<file path="config.mk">
export PLATFORM = sky130hd
export DESIGN_NAME = axi_llc_flush_ctrl
export DESIGN_NICKNAME = d
export VERILOG_FILES = /design/src/rtl/axi_llc_flush_pkg.sv /design/src/rtl/axi_llc_flush_ctrl.sv
export SDC_FILE = /design/constraint.sdc
export NUM_CORES = 1
export LEC_CHECK = 0
export ABC_AREA = 1
export BUFFER_PORTS_ARGS = -buffer_cell sky130_fd_sc_hd__buf_2
export CAP_MARGIN = 10
export CORE_MARGIN = 5
export CORE_UTILIZATION = 39
export CTS_CLUSTER_SIZE = 40
export DETAILED_ROUTE_END_ITERATION = 6
export PLACE_DENSITY = 0.82
export SYNTH_ARGS = -nofsm -noshare
export SYNTH_HDL_FRONTEND = slang
export SYNTH_SLANG_ARGS = --single-unit
</file>
<file path="constraint.sdc">
create_clock -name clk_i -period 1.6 [get_ports clk_i]
set_clock_uncertainty 0.05 [all_clocks]
set_input_delay 0.32 -clock clk_i [delete_from_list [all_inputs] [get_ports clk_i]]
set_output_delay 0.32 -clock clk_i [all_outputs]
set_load 0.01 [all_outputs]
</file>
<file path="src/rtl/axi_llc_flush_pkg.sv">
// Shared types for the LLC flush controller: FSM state, default register offsets
// and the 32-bit AXI-Lite request/response structs of the LLC config port.
package axi_llc_flush_pkg;

    typedef enum logic [2:0] {IDLE, WR, WAIT_B, GAP, RD, WAIT_R, FIN} flush_state_e;

    localparam logic [31:0] DefFlushOffset   = 32'h10;
    localparam logic [31:0] DefFlushedOffset = 32'h18;

    localparam logic [1:0] RespOkay   = 2'b00;
    localparam logic [1:0] RespSlvErr = 2'b10;
    localparam logic [1:0] RespDecErr = 2'b11;

    typedef struct packed {
        logic [31:0] addr;
        logic [2:0]  prot;
    } lite_ax_t;

    typedef struct packed {
        logic [31:0] data;
        logic [3:0]  strb;
    } lite_w_t;

    typedef struct packed {
        logic [1:0] resp;
    } lite_b_t;

    typedef struct packed {
        logic [31:0] data;
        logic [1:0]  resp;
    } lite_r_t;

    typedef struct packed {
        lite_ax_t aw;
        logic     aw_valid;
        lite_w_t  w;
        logic     w_valid;
        logic     b_ready;
        lite_ax_t ar;
        logic     ar_valid;
        logic     r_ready;
    } axi_lite_req_t;

    typedef struct packed {
        logic    aw_ready;
        logic    w_ready;
        lite_b_t b;
        logic    b_valid;
        logic    ar_ready;
        lite_r_t r;
        logic    r_valid;
    } axi_lite_resp_t;

endpackage

</file>
<file path="src/rtl/axi_llc_flush_ctrl.sv">
// Requests an LLC way flush over AXI-Lite, then polls the flushed-status register
// until all requested ways report done. Define AXI_LLC_FLUSH_TIMEOUT_EN to bound polling.
module axi_llc_flush_ctrl
    import axi_llc_flush_pkg::*;
#(
    parameter int unsigned                 AxiLiteAddrWidth = 32,
    parameter int unsigned                 AxiLiteDataWidth = 32,
    parameter int unsigned                 SetAssociativity = 8,
    parameter logic [AxiLiteAddrWidth-1:0] CfgFlushOffset   = AxiLiteAddrWidth'(DefFlushOffset),
    parameter logic [AxiLiteAddrWidth-1:0] CfgFlushedOffset = AxiLiteAddrWidth'(DefFlushedOffset),
    parameter int unsigned                 PollGap          = 16,
    parameter int unsigned                 MaxPolls         = 1024,
    parameter type                         lite_req_t       = axi_lite_req_t,
    parameter type                         lite_resp_t      = axi_lite_resp_t
) (
    input  logic                        clk_i,
    input  logic                        rst_i,
    input  logic                        start_i,
    input  logic [SetAssociativity-1:0] way_mask_i,
    output logic                        busy_o,
    output logic                        done_o,
    output logic                        err_o,
    output lite_req_t                   conf_req_o,
    input  lite_resp_t                  conf_resp_i
);

    localparam int unsigned GapW = (PollGap > 1) ? $clog2(PollGap) : 1;

    flush_state_e                state_q, state_d;
    logic [SetAssociativity-1:0] mask_q, mask_d;
    logic                        aw_done_q, aw_done_d, w_done_q, w_done_d;
    logic [GapW-1:0]             gap_q, gap_d;
    logic                        err_q, err_d;
    logic                        aw_hs, w_hs, b_hs, ar_hs, r_hs;
    logic                        all_flushed, poll_limit;
    logic                        unused_resp;

    assign aw_hs = conf_req_o.aw_valid & conf_resp_i.aw_ready;
    assign w_hs  = conf_req_o.w_valid  & conf_resp_i.w_ready;
    assign b_hs  = conf_req_o.b_ready  & conf_resp_i.b_valid;
    assign ar_hs = conf_req_o.ar_valid & conf_resp_i.ar_ready;
    assign r_hs  = conf_req_o.r_ready  & conf_resp_i.r_valid;

    assign all_flushed = (conf_resp_i.r.data[SetAssociativity-1:0] & mask_q) == mask_q;
    assign unused_resp = ^conf_resp_i;

`ifdef AXI_LLC_FLUSH_TIMEOUT_EN
    localparam int unsigned PollW = $clog2(MaxPolls + 1);
    logic [PollW-1:0] poll_q, poll_d;

    // Counts completed status reads of the current flush; cleared while idle.
    always_comb begin
        poll_d = poll_q;
        if (state_q == IDLE) poll_d = '0;
        else if (r_hs)       poll_d = poll_q + PollW'(1);
    end

    always_ff @(posedge clk_i or posedge rst_i) begin
        if (rst_i) poll_q <= '0;
        else       poll_q <= poll_d;
    end

    assign poll_limit = (poll_q == PollW'(MaxPolls - 1));
`else
    localparam int unsigned UnusedMaxPolls = MaxPolls;
    assign poll_limit = 1'b0;
`endif

    always_ff @(posedge clk_i or posedge rst_i) begin
        if (rst_i) begin
            state_q   <= IDLE;
            mask_q    <= '0;
            aw_done_q <= 1'b0;
            w_done_q  <= 1'b0;
            gap_q     <= '0;
            err_q     <= 1'b0;
        end else begin
            state_q   <= state_d;
            mask_q    <= mask_d;
            aw_done_q <= aw_done_d;
            w_done_q  <= w_done_d;
            gap_q     <= gap_d;
            err_q     <= err_d;
        end
    end

    always_comb begin
        state_d   = state_q;
        mask_d    = mask_q;
        aw_done_d = aw_done_q;
        w_done_d  = w_done_q;
        gap_d     = gap_q;
        err_d     = 1'b0;
        unique case (state_q)
            IDLE: if (start_i) begin
                if (|way_mask_i) begin
                    mask_d    = way_mask_i;
                    aw_done_d = 1'b0;
                    w_done_d  = 1'b0;
                    state_d   = WR;
                end else begin
                    state_d = FIN;
                end
            end
            // AW and W may complete in either order or together.
            WR: begin
                if (aw_hs) aw_done_d = 1'b1;
                if (w_hs)  w_done_d  = 1'b1;
                if ((aw_done_q | aw_hs) && (w_done_q | w_hs)) state_d = WAIT_B;
            end
            WAIT_B: if (b_hs) begin
                if (conf_resp_i.b.resp == RespOkay) begin
                    gap_d   = '0;
                    state_d = GAP;
                end else begin
                    err_d   = 1'b1;
                    state_d = IDLE;
                end
            end
            GAP: begin
                if (gap_q == GapW'(PollGap - 1)) begin
                    gap_d   = '0;
                    state_d = RD;
                end else begin
                    gap_d = gap_q + GapW'(1);
                end
            end
            RD: if (ar_hs) state_d = WAIT_R;
            WAIT_R: if (r_hs) begin
                if (conf_resp_i.r.resp != RespOkay) begin
                    err_d   = 1'b1;
                    state_d = IDLE;
                end else if (all_flushed) begin
                    state_d = FIN;
                end else if (poll_limit) begin
                    err_d   = 1'b1;
                    state_d = IDLE;
                end else begin
                    gap_d   = '0;
                    state_d = GAP;
                end
            end
            FIN:     state_d = IDLE;
            default: state_d = IDLE;
        endcase
    end

    // Valids and readies decode from registered state only; payload is constant per flush.
    always_comb begin
        conf_req_o          = '0;
        conf_req_o.aw.addr  = CfgFlushOffset;
        conf_req_o.w.data   = AxiLiteDataWidth'(mask_q);
        conf_req_o.w.strb   = '1;
        conf_req_o.ar.addr  = CfgFlushedOffset;
        busy_o              = (state_q != IDLE);
        done_o              = (state_q == FIN);
        err_o               = err_q;
        unique case (state_q)
            WR: begin
                conf_req_o.aw_valid = ~aw_done_q;
                conf_req_o.w_valid  = ~w_done_q;
            end
            WAIT_B:  conf_req_o.b_ready  = 1'b1;
            RD:      conf_req_o.ar_valid = 1'b1;
            WAIT_R:  conf_req_o.r_ready  = 1'b1;
            default: ;
        endcase
    end

endmodule

</file>
Word level (Yosys, flattened, before mapping)
Cells that the tools add are included.
{ "word_totals": {"elab_cells": 84, "output_inout_bits": 114, "register_bits": 18, "input_bits": 52} }
{ "op_classes": {"reduce_logical": 13, "bitwise": 10, "eq_ne": 20, "n_mux": 34, "addsub": 1} }
{ "ops": {"columns": ["operator", "count"], "rows": [
  ["3-bit 2-to-1 mux", 9],
  ["4-bit 2-to-1 mux", 6],
  ["2-bit inequality test (second input constant)", 12],
  ["3-bit case mux with 6 select lines", 1],
  ["1-bit 2-to-1 mux", 13],
  ["4-bit case mux with 3 select lines", 1],
  ["6-bit AND reduction", 2],
  ["3-bit == test (second input constant)", 3],
  ["8-bit AND", 1],
  ["8-bit == test", 1],
  ["4-bit AND reduction", 2],
  ["8-bit OR reduction", 1],
  ["3-bit by 2-bit == test with 1-bit output (second input constant)", 2],
  ["1-bit case mux with 2 select lines", 3],
  ["3-bit nonzero test", 2],
  ["1-bit AND", 5],
  ["4-bit by 1-bit adder with 4-bit output (second input constant)", 1],
  ["4-bit == test (second input constant)", 1],
  ["2-bit nonzero test", 2],
  ["3-bit by 1-bit == test with 1-bit output (second input constant)", 1],
  ["3-bit logical NOT", 1],
  ["3-bit AND reduction", 1],
  ["2-bit logical NOT", 1],
  ["2-bit 2-to-1 mux", 1],
  ["3 further kinds", 5]
]} }

Depth between registers and ports, before layout
{ "depth": {"depth_word": 7, "ltp_mapped": 9, "depth_no_buf": 9} }

Worst setup path after synthesis
No wires, ideal clock.
{ "synth_path": {"path_type": "register to register", "from": "register state_q[1]", "to": "register mask_q[6]", "path_stages_with_launch": 9, "t_required_ns": 1.474, "n_path_buf": 1, "synth_period_minus_slack_ns": 1.339, "path_slack_ns": 0.261, "setup_ns": 0.076, "arrival_ns": 1.213, "path_cell_list": "dfrtp_1 -> nor2_4 -> nand2_4 -> nor2_4 -> nand2_4 -> inv_2 -> buf_6 -> nand2_1 -> o21ai_1"} }
{ "synth_via": {"elab_chain_len": 2} }
{ "synth_rtl": {"columns": ["item", "line", "source"], "rows": [
  ["start, declared", "axi_llc_flush_ctrl.sv:29", "flush_state_e state_q, state_d;"],
  ["start signal, assigned", "axi_llc_flush_ctrl.sv:78", "state_q <= state_d;"],
  ["3-bit logical NOT", "axi_llc_flush_ctrl.sv:94", "unique case (state_q)"],
  ["3-bit AND reduction (no source line)", null, null],
  ["end signal, assigned", "axi_llc_flush_ctrl.sv:79", "mask_q <= mask_d;"],
  ["end, declared", "axi_llc_flush_ctrl.sv:30", "logic [SetAssociativity-1:0] mask_q, mask_d;"]
]} }
No other way between the ends.
A chain may end at the register's enable or synchronous reset.

Worst setup path in the final report
{ "layout_path": {"from": "register state_q[0]", "to": "output port done_o"} }
{ "layout_via": {"elab_chain_len": 1} }
{ "layout_rtl": {"columns": ["item", "line", "source"], "rows": [
  ["3-bit == test", "axi_llc_flush_ctrl.sv:156", "done_o = (state_q == FIN);"],
  ["end, declared", "axi_llc_flush_ctrl.sv:21", "output logic done_o,"]
]} }
No other way between the ends.

==> flow_metrics.env <==
export IMPL_hp_class="input pin to asynchronous set/reset pin"
export IMPL_whs_ps=14.9
export IMPL_layout_setup_ws_ps=19.8
export IMPL_ys_seq_area_share_pct=23.4
export IMPL_synth_top_cell_by_area="buf_4"
export IMPL_start_util_pct=40.4
export IMPL_rsz0062_at_grt="yes"
export IMPL_worstReg2RegStart="state_q[1]"
export IMPL_avgViaCountPerCell=3.83
export IMPL_synth_async_reset_ratio_pct=100
export IMPL_slew_violations=0
export IMPL_io_buffers=43
export IMPL_yosysMostFrequentCell="buf_4"
export IMPL_crit_start="state_q[0]"
export IMPL_hpwl_um=3330
export IMPL_diodes=0
export IMPL_avgSynthCellArea_sq_um=7.01
export IMPL_hold_viol=0
export IMPL_yosys_top_cells_count="buf_4, nand2_1, nor2_1"
export IMPL_endpoint_kind="output pin"
export IMPL_crit_type="flip-flop to output pin"
export IMPL_crit_chain="buf_4 -> nor3_4 -> buf_2"
export IMPL_synth_edff_count=0
export IMPL_synth_top_area_share_pct=38.3
export IMPL_syn_to_final_growth_pct=4.75
export IMPL_maxCapViolCount=0
export IMPL_overflow=0
export IMPL_fillers=499
export IMPL_rows=25
export IMPL_wl_um=4150
export IMPL_clk_path_buf_depth=2
export IMPL_die_w_um=80.2
export IMPL_p_leak_nw=1.24
export IMPL_grt_first_pass_wirelength_um=6110
export IMPL_utilization_pct=42.3
export IMPL_cp_max_fo=4
export IMPL_synth_cell_types=26
export IMPL_dr_pass1_iters=4
export IMPL_place_congestion=0.857
export IMPL_remaining_drc_errors=0
export IMPL_ir_worst_vdd_uv=512
export IMPL_cts_tree="built"
export IMPL_setup_viol=0
export IMPL_dr_first_iter_drc_count=59
export IMPL_grt_max_degree=19
export IMPL_netlist_area_sq_um=1920
export IMPL_outcome="finished clean"
export IMPL_preCtsSetupSlack_ps=129
export IMPL_pin_count=166
export IMPL_finalCritPeriodShare_pct=98.8
export IMPL_routedWlPerCell_um=10.6
export IMPL_max_freq_ghz=0.633
export IMPL_nNetsFinal=379
export IMPL_groute_usage_overall_pct=12.0
export IMPL_synth_area_top_cells="buf_4, dfrtp_1, nand2_1, nand3_1, nor2_1"
export IMPL_core_area_sq_um=4750
export IMPL_ant_nets=0
export IMPL_clkSlewWorstSetupHoldPaths_ps=70
export IMPL_r2r_cells=9
export IMPL_synth_flop_cell="dfrtp_1"
export IMPL_ys_seq_elements=18
export IMPL_grt_pass1_vias=1385
export IMPL_clock_sinks=18
export IMPL_dieArea_sq_um=6430
export IMPL_cpPeakStageDelay_ps=450
export IMPL_root_buffer="clkbuf_8"
export IMPL_h_tree_depth=1
export IMPL_crit_path_start_kind="flip-flop"
export IMPL_dp_cells=383
export IMPL_grt_antenna_before_repair=0
export IMPL_min_period_ps=1580
export IMPL_worstPathArrival_ps=1210
export IMPL_worstPathRequired_ps=1230
export IMPL_cts_made_buffers=3
export IMPL_drive_gt1_share_pct=27.7
export IMPL_instances_no_fill=392
export IMPL_r2r_end="state_q[1]"
export IMPL_crit_end="done_o"
export IMPL_synth_warnings=0
export IMPL_vias=1501
export IMPL_synthCells=274
export IMPL_die_y_um=80.2
export IMPL_worstSkewPairLatency_ps=250
export IMPL_rrSetupSlack_ps=160
export IMPL_p_per_area_nw_per_um2=1430
export IMPL_slowest_stage="dfrtp_2"
critical path: cells and delay by family (launching register included):
kind / cells / cell delay (ps)
AND/OR/NAND/NOR: 1 / 170
flip-flops: 1 / 450
buffers and inverters: 2 / 330
routing by layer:
layer | up-vias | global-route usage (%) | routed length, um
li1 | 744 | - | -
met1 | 657 | 12.4 | 1350
met2 | 84 | 21.9 | 2250
met3 | 16 | 3.59 | 393
met4 | 0 | 5.91 | 152
met5 | - | 0 | 0
power by group:
| part | total, mW | leakage (nW) | switching (mW) | internal (mW) |
|---|---|---|---|---|
| Sequential | 0.837 | 0.225 | 0.178 | 0.660 |
| Clock | 0.382 | 0.0288 | 0.163 | 0.219 |
| Combinational | 1.65 | 0.986 | 1.04 | 0.615 |
| Total | 2.87 | 1.24 | 1.38 | 1.49 |
registers in the layout (all words and copies together) (netlist names):
signal / flops
aw_done_q: 1
err_o: 1
gap_q: 4
mask_q: 8
state_q: 3
w_done_q: 1
what timing repair did:
action                     4_1_cts  5_1_grt
resized for setup               10        9
hold buffers                     0        0
setup buffers                    5        0
pin swaps                        1        5
hold endpoints to repair         0        0
setup endpoints to repair        5        9
worst min path at each step:
stage / slack [ps] / to
detailed placement: 300 / gap_q[3]
global route: 50 / gap_q[0]
global placement: 300 / gap_q[3]
floorplan: 210 / aw_done_q
finish: 10 / gap_q[0]
CTS: 30 / gap_q[0]
cells in the final DEF (no fill, tap or decap):
cell / synthesis / routed
nor2_1: 19 / 17
buf_4: 98 / 6
or2_0: 1 / 1
nand2_1: 60 / 58
conb_1: 2 / 98
xor2_1: 1 / 1
or2_2: 3 / 3
clkbuf_8: 0 / 4
nand3_1: 15 / 14
buf_2: 0 / 41
dfrtp_1: 18 / 15
inv_4: 0 / 1
nor3_4: 0 / 1
nand4_1: 1 / 1
dfrtp_2: 0 / 3
o21ai_2: 1 / 1
a21oi_1: 2 / 2
nand3_4: 0 / 1
o21ai_0: 5 / 5
inv_1: 17 / 16
nand2_2: 3 / 4
inv_2: 7 / 7
nor2_4: 2 / 4
nor2_2: 6 / 6
o21ai_1: 4 / 4
o22ai_1: 1 / 1
nand2_4: 2 / 3
buf_6: 1 / 3
or2_1: 1 / 1
nand3_2: 2 / 2
ha_1: 1 / 1
logic make-up after synthesis:
logic type      share of synthesized area (%)
xor+xnor                                0.456
other cells                             0.391
flops                                    23.4
compound gates                           3.65
buf+inv                                  43.6
simple gates                             27.9
fa+ha+maj                               0.651
layout make-up:
cell class                 count  area [sq um]  area share (%)
tap                           67          83.8            4.16
clock buffer                   4          55.1            2.73
sequential                    18           454            22.6
multi-input combinational    229          1040            51.8
timing repair buffer          50           284            14.1
inverter                      24          92.6            4.60
through the flow:
stage / power [mW] / setup TNS (ps) / instance area, sq um
after floorplan: 2.03 / 0 / 2280
after global placement: 2.22 / 0 / 1850
after detailed placement: 2.26 / 0 / 1850
after CTS: 2.79 / -1.76 / 1970
after global routing: 3.15 / -150 / 2010
final: 2.87 / 0 / 2010
(Power assumes the default switching activity.)
